**src/rtl/shift_seq_ctrl.sv**
```systemverilog
// shift_seq_ctrl: frames a WIDTH-bit word MSB-first over serial_out while capturing serial_in, DIV clocks per bit.
module shift_seq_ctrl #(
  parameter int WIDTH = 4,
  parameter int DIV = 2
) (
  input  logic             clk,
  input  logic             reset,
  input  logic             start,
  input  logic             abort,
  input  logic [WIDTH-1:0] tx_data,
  input  logic             serial_in,
  output logic             serial_out,
  output logic             shift_en,
  output logic             frame,
  output logic             busy,
  output logic             done,
  output logic [WIDTH-1:0] rx_data
);
  localparam int BW = $clog2(WIDTH);
  localparam int DW = DIV > 1 ? $clog2(DIV) : 1;
  typedef enum logic [1:0] {IDLE, SHIFT, DONE} state_t;
  state_t state, state_nx;
  logic [WIDTH-1:0] tx_sr, rx_sr;
  logic [BW-1:0] bit_cnt;
  logic [DW-1:0] div_cnt;
  logic last;
  always_comb begin
    shift_en = state == SHIFT && div_cnt == DW'(DIV - 1);
    last = shift_en && bit_cnt == BW'(WIDTH - 1);
    state_nx = state;
    case (state)
      IDLE:    state_nx = start ? SHIFT : IDLE;
      SHIFT:   state_nx = abort ? IDLE : last ? DONE : SHIFT;
      default: state_nx = IDLE;
    endcase
  end
  always_ff @(posedge clk)
    state <= reset ? IDLE : state_nx;
  always_ff @(posedge clk) begin
    if (reset) begin
      tx_sr <= '0;
      rx_sr <= '0;
      bit_cnt <= '0;
      div_cnt <= '0;
      rx_data <= '0;
    end else if (state == IDLE && start) begin
      tx_sr <= tx_data;
      rx_sr <= '0;
      bit_cnt <= '0;
      div_cnt <= '0;
    end else if (state == SHIFT) begin
      if (shift_en) begin
        tx_sr <= {tx_sr[WIDTH-2:0], 1'b0};
        rx_sr <= {rx_sr[WIDTH-2:0], serial_in};
        bit_cnt <= bit_cnt + BW'(1);
        div_cnt <= '0;
      end else begin
        div_cnt <= div_cnt + DW'(1);
      end
      // abort on the final boundary wins, so the received word is dropped
      if (last && !abort) rx_data <= {rx_sr[WIDTH-2:0], serial_in};
    end
  end
  assign serial_out = state == SHIFT && tx_sr[WIDTH-1];
  assign frame = state == SHIFT;
  assign busy = state != IDLE;
  assign done = state == DONE;
endmodule

```
**config.mk**
```make
export PLATFORM = sky130hd
export DESIGN_NAME = shift_seq_ctrl
export DESIGN_NICKNAME = d
export VERILOG_FILES = /design/src/rtl/shift_seq_ctrl.sv
export SDC_FILE = /design/constraint.sdc
export NUM_CORES = 1
export LEC_CHECK = 0
export CORE_MARGIN = 10
export CORE_UTILIZATION = 40
export DETAILED_ROUTE_END_ITERATION = 16
export GPL_TIMING_DRIVEN = 0
export PLACE_DENSITY_LB_ADDON = 0.1
export SYNTH_ARGS = -nofsm -noshare
export SYNTH_HDL_FRONTEND = slang
export SYNTH_SLANG_ARGS = --single-unit
export TNS_END_PERCENT = 1
```
**constraint.sdc**
```tcl
create_clock -name clk -period 1.21 [get_ports clk]
set_input_delay 0.242 -clock clk [delete_from_list [all_inputs] [get_ports clk]]
set_output_delay 0.242 -clock clk [all_outputs]
set_load 0.02 [all_outputs]
```
Word level (Yosys, flattened, before mapping)
Cells that the tools add are included.
W data, S select, Z words.
Cells by class
  $add $sub $neg: 2
  multiply operators: 0
  div/mod/pow operators: 0
  order comparisons: 0
  eq/ne operators: 3
  shift-type cells: 0
  multiplexer cells: 8
  bitwise logic cells: 1
  reduce and logical (&&, ||, !) cells: 14
Operator list (count)
  $mux W4: 3
  $reduce_bool A2 Y1: 3
  $logic_and A1 B1 Y1: 5
  $eq A2 B2 Y1 const B: 2
  $mux W2: 2
  $pmux W2 S2: 1
  $reduce_and A2 Y1: 2
  $reduce_and A3 Y1: 1
  $add A2 B1 Y2 const B: 1
  $eq A2 B1 Y1 const B: 1
  $logic_not A2 Y1: 1
  $mux W1: 2
  $reduce_or A2 Y1: 1
  $add A1 B1 Y1 const B: 1
  $logic_not A1 Y1: 1
  $not A1 Y1: 1
Word-level totals
  flip-flop bits (word level): 16
  latch bits: 0
  RAM bits: 0
  bits in read-only memories: 0
  input bits: 9
  logic and storage cells: 34
  memories kept: 0

Longest topological paths before layout
  depth after elaboration: 6
  depth in mapped cells: 4
  gate-level depth less buffers: 4

Least setup slack after synthesis
Ideal clock, no wire load.
  kind: register -> register
  start point: register state[1]
  end point: register state[1]
  library setup time: 0.127 ns
  arrival: 1.092 ns
  required time: 1.083 ns
  setup slack: -0.009 ns
  cell stages (with the launch flop): 5
  buffers on the path: 1
  cells stage by stage: dfxtp_1 -> and2b_4 -> and4b_1 -> buf_6 -> nor3b_2
On the way
  word-level cells in the longest chain between the ends: 6
  elaborated cells on any way between the ends: 7
  those cells by class: 1 x eq/ne; 3 x mux; 3 x reduce/logical
Ends and longest elaborated chain
  start, declared: line 22  | state_t state, state_nx;
  start signal, assigned: line 38  | state <= reset ? IDLE : state_nx;
  $eq A2 B1 Y1 (*)
  via frame: line 14  | output logic frame,
  $logic_and A1 B1 Y1: line 28  | shift_en = state == SHIFT && div_cnt == DW'(DIV - 1);
  $logic_and A1 B1 Y1: line 29  | last = shift_en && bit_cnt == BW'(WIDTH - 1);
  $mux W2 (2 in a row): line 33  | SHIFT: state_nx = abort ? IDLE : last ? DONE : SHIFT;
  $pmux W2 S2 (*): line 31  | case (state)
Mark *: on every way through the listed nets, which the timed path passes. The rest lies on a longest branch.
A chain may end at the register's enable or synchronous reset.

Final worst setup path
  start point: register state[1]
  end point: output serial_out
On the way
  word-level cells in the longest chain between the ends: 2
Ends and longest elaborated chain
  $eq A2 B1 Y1: line 64  | assign serial_out = state == SHIFT && tx_sr[WIDTH-1];
  $logic_and A1 B1 Y1: line 64
  end, declared: line 12  | output logic serial_out,
Every way passes these cells.

==> out/qor.yml <==
start_util_pct: 41.3
crit_type: "reg2out"
clkPwrFrac_pct: 33.7
rsz_0062_raised_after_global_routing: "true"
crit_chain: "and2b_4 -> and2_4 -> buf_6"
end_kind: "output port"
clockRootBuffer: "clkbuf_4"
violated_checks: "negative setup slack"
initialDrtViolationCount: 7
report.final.hold_viol_count: 0
tritoncts: "yes"
drive_gt1_share_pct: 29.3
yosysMostFrequentCell: "dfxtp_1"
timing.critical_path.slowest_stage_cell: "dfxtp_4"
worst_clock_skew_ns: 0.00704
netSwitchingFraction_pct: 23.6
via_count_of_the_first_global_routing_pass: 503
layout_min_cycle_time_ns: 1.42
clock-sinks: 16
pin_count: 18
cp.required_ns: 0.97
globalRouteOverflowTotal: 0
instances_no_fill: 116
comb_power_share_pct: 12.9
cell_depth_of_the_worst_hold_path: 2
worst_r2r_path_depth: 3
insertion_delay_to_the_later_sink_of_the_worst_skew_pair_ns: 0.28
net_count_of_the_mapped_netlist: 86
ys_ff_latch: 16
cts_hold_buffers: 0
power_switching_mw: 0.246
antenna_found_initial: 0
drv.max_cap_violation_count: 0
worst_path_dominant_cell_family: "simple AND/OR/NAND/NOR gates"
grt_use_total_pct: 7.95
period_utilization_post_route_pct: 118
finalWeightedCongestion: 0.687
ir_worst_vdd_mv: 0.990
worst-path-max-fanout: 8
detailed_router_iteration_count_before_antenna_repair: 4
yosys_warnings: 0
path_buf_inv: 1
yosys.area.top_type: "dfxtp_1"
routed_wire_length_per_instance_um: 12.4
remaining_design_rule_violation_count: 0
height_of_the_die_um: 61.7
worst-endpoint-arrival_ns: 1.18
antenna_left: 0
largest_buffer_count_on_any_clock_path: 2
cts_inserted_buffers: 3
synth_top_area_share_pct: 46.0
detail_route.wirelength_um: 1440
seq_power_share_pct: 53.4
placement_rows: 15
synth.cell_area_um2: 697
most_used_standard_cells_in_the_synthesized_netlist: "dfxtp_1, nand2_1, nand2b_1, a21oi_1, nor2_1"
dpl.cell_count: 110
htree_levels: 1
synth_instances: 76
final-max-slew-violation-count: 0
grt_start_max_net_pins: 11
layout_setup_ws_ns: -0.214
synth.distinct_cells: 24
core_region_area_um2: 1690
internal_pwr_total_mw: 0.799
ys_dominant_reg_cell: "dfxtp_1"
final-setup-viol-count: 16
synth-edff-count: 0
hold_crit_class: "reg2reg"
area_growth_pct: 35.4
fillCellCount: 161
timing.fmax_ghz: 0.702
power_per_cell_area_nw_per_um2: 1110
synth.avg_cell_area_um2: 9.17
n_antenna_cell: 0
viasPerCell: 4.99
utilization_pct: 55.9
cts.clk_slew.worst_paths_ns: 0.10
grt_pass1_wl_um: 2250
worst-path-stages: 3
power.static_leakage_nw: 0.397
ys_top_cells_by_area: "dfxtp_1, nand2b_1, a21oi_1"
die_width_um: 61.7
critical_path.max_stage_delay_ns: 0.38
number_of_buffers_inserted_by_port_buffering: 17
crit_path_start_kind: "flip-flop"
vias: 579
die_area_um2: 3810
synth_seq_area_share_pct: 46.0
status: "complete, but fails checks"
share_of_async_settable_or_async_resettable_flops_after_synthesis_pct: 0
fin_nets: 110
headroom_to_the_max_slew_limit_pct: 79.3
timing_worst_slew_pin_value_ns: 0.309
==> per-stage QoR <==
stage          hold slack [ns]  total power [mW]  setup TNS (ns)  instance area (um2)  setup slack (ns)
2_1_floorplan            0.378             0.638               0                  698           0.00718
3_3_place_gp             0.446             0.695           -7.16                  890            -0.476
3_5_place_dp             0.449             0.696           -7.25                  890            -0.470
4_1_cts                  0.460              1.05           -1.41                  942            -0.219
5_1_grt                  0.483              1.10           -1.97                  943            -0.259
6_report                 0.457              1.05           -1.32                  943            -0.214
==> path summary, 6_finish.rpt <==
path / startpoint / endpoint / slack, ns
setup / recovery: state[1]$_SDFF_PP0_ / serial_out / -0.21
hold / removal: rx_sr[2]$_SDFFE_PP0P_ / rx_sr[2]$_SDFFE_PP0P_ / 0.46
setup reg to reg: state[1]$_SDFF_PP0_ / tx_sr[3]$_SDFFE_PP0P_ / -0.07
hold reg to reg: rx_sr[2]$_SDFFE_PP0P_ / rx_sr[2]$_SDFFE_PP0P_ / 0.46
==> flip-flops by register name (all words and copies together), names as in the netlist <==
| signal | cells |
|---|---|
| bit_cnt | 2 |
| div_cnt | 1 |
| rx_data | 4 |
| rx_sr | 3 |
| state | 2 |
| tx_sr | 4 |
==> final cells by class <==
class | count | area [um2] | area share (%)
multi-input cells | 57 | 373 | 39.5
flip-flops and latches | 16 | 327 | 34.6
repair buffers | 19 | 161 | 17.1
clock buffers | 4 | 36.3 | 3.85
well taps | 17 | 21.3 | 2.25
plain buffers | 2 | 16.3 | 1.72
inverters | 1 | 8.76 | 0.928
==> logic make-up after synthesis <==
logic type	Yosys count	synth area share [%]
simple gates	39	32.9
fa+ha+maj	1	1.80
buf+inv	3	2.69
compound gates	12	9.69
xor+xnor	1	1.26
flops	16	46.0
mux	4	5.75
==> layout by cell type (no fill, tap or decap), drive strengths merged, types with 2 or more instances in the layout <==
master and n:
nand2b 9, clkdlybuf4s50 8, nor3b 2, clkbuf 9, o22ai 2, nor3 4
a21oi 8, nor2 6, mux2i 4, dfxtp 16, buf 8, a211oi 2
nand2 10
==> per-layer routing <==
| layer | track usage, % | share of wire (%) |
|---|---|---|
| met2 | 13.0 | 49 |
| met5 | 0 | 0 |
| met4 | 3.82 | 0.97 |
| met3 | 2.64 | 4.0 |
| met1 | 9.05 | 46 |
==> worst register-to-register path, stage by stage (launching register included) <==
cell and delay (ns):
dfxtp_4 0.38, or3b_2 0.55, o22ai_1 0.17, nor3_1 0.07
==> power groups by stage <==
stage | Clock, mW | Combinational, mW | Sequential (mW)
4_1_cts | 0.362 | 0.130 | 0.558
3_5_place_dp | 0 | 0.125 | 0.571
5_1_grt | 0.393 | 0.147 | 0.561
3_3_place_gp | 0 | 0.124 | 0.571
2_1_floorplan | 0 | 0.0701 | 0.568
6_report | 0.352 | 0.135 | 0.558
==> timing repair <==
item,CTS,global route
buffers inserted,1,1
resized for setup,39,9
setup endpoints to repair,23,24
pin swaps,2,0
No activity file was read; power rests on OpenSTA's default activity.
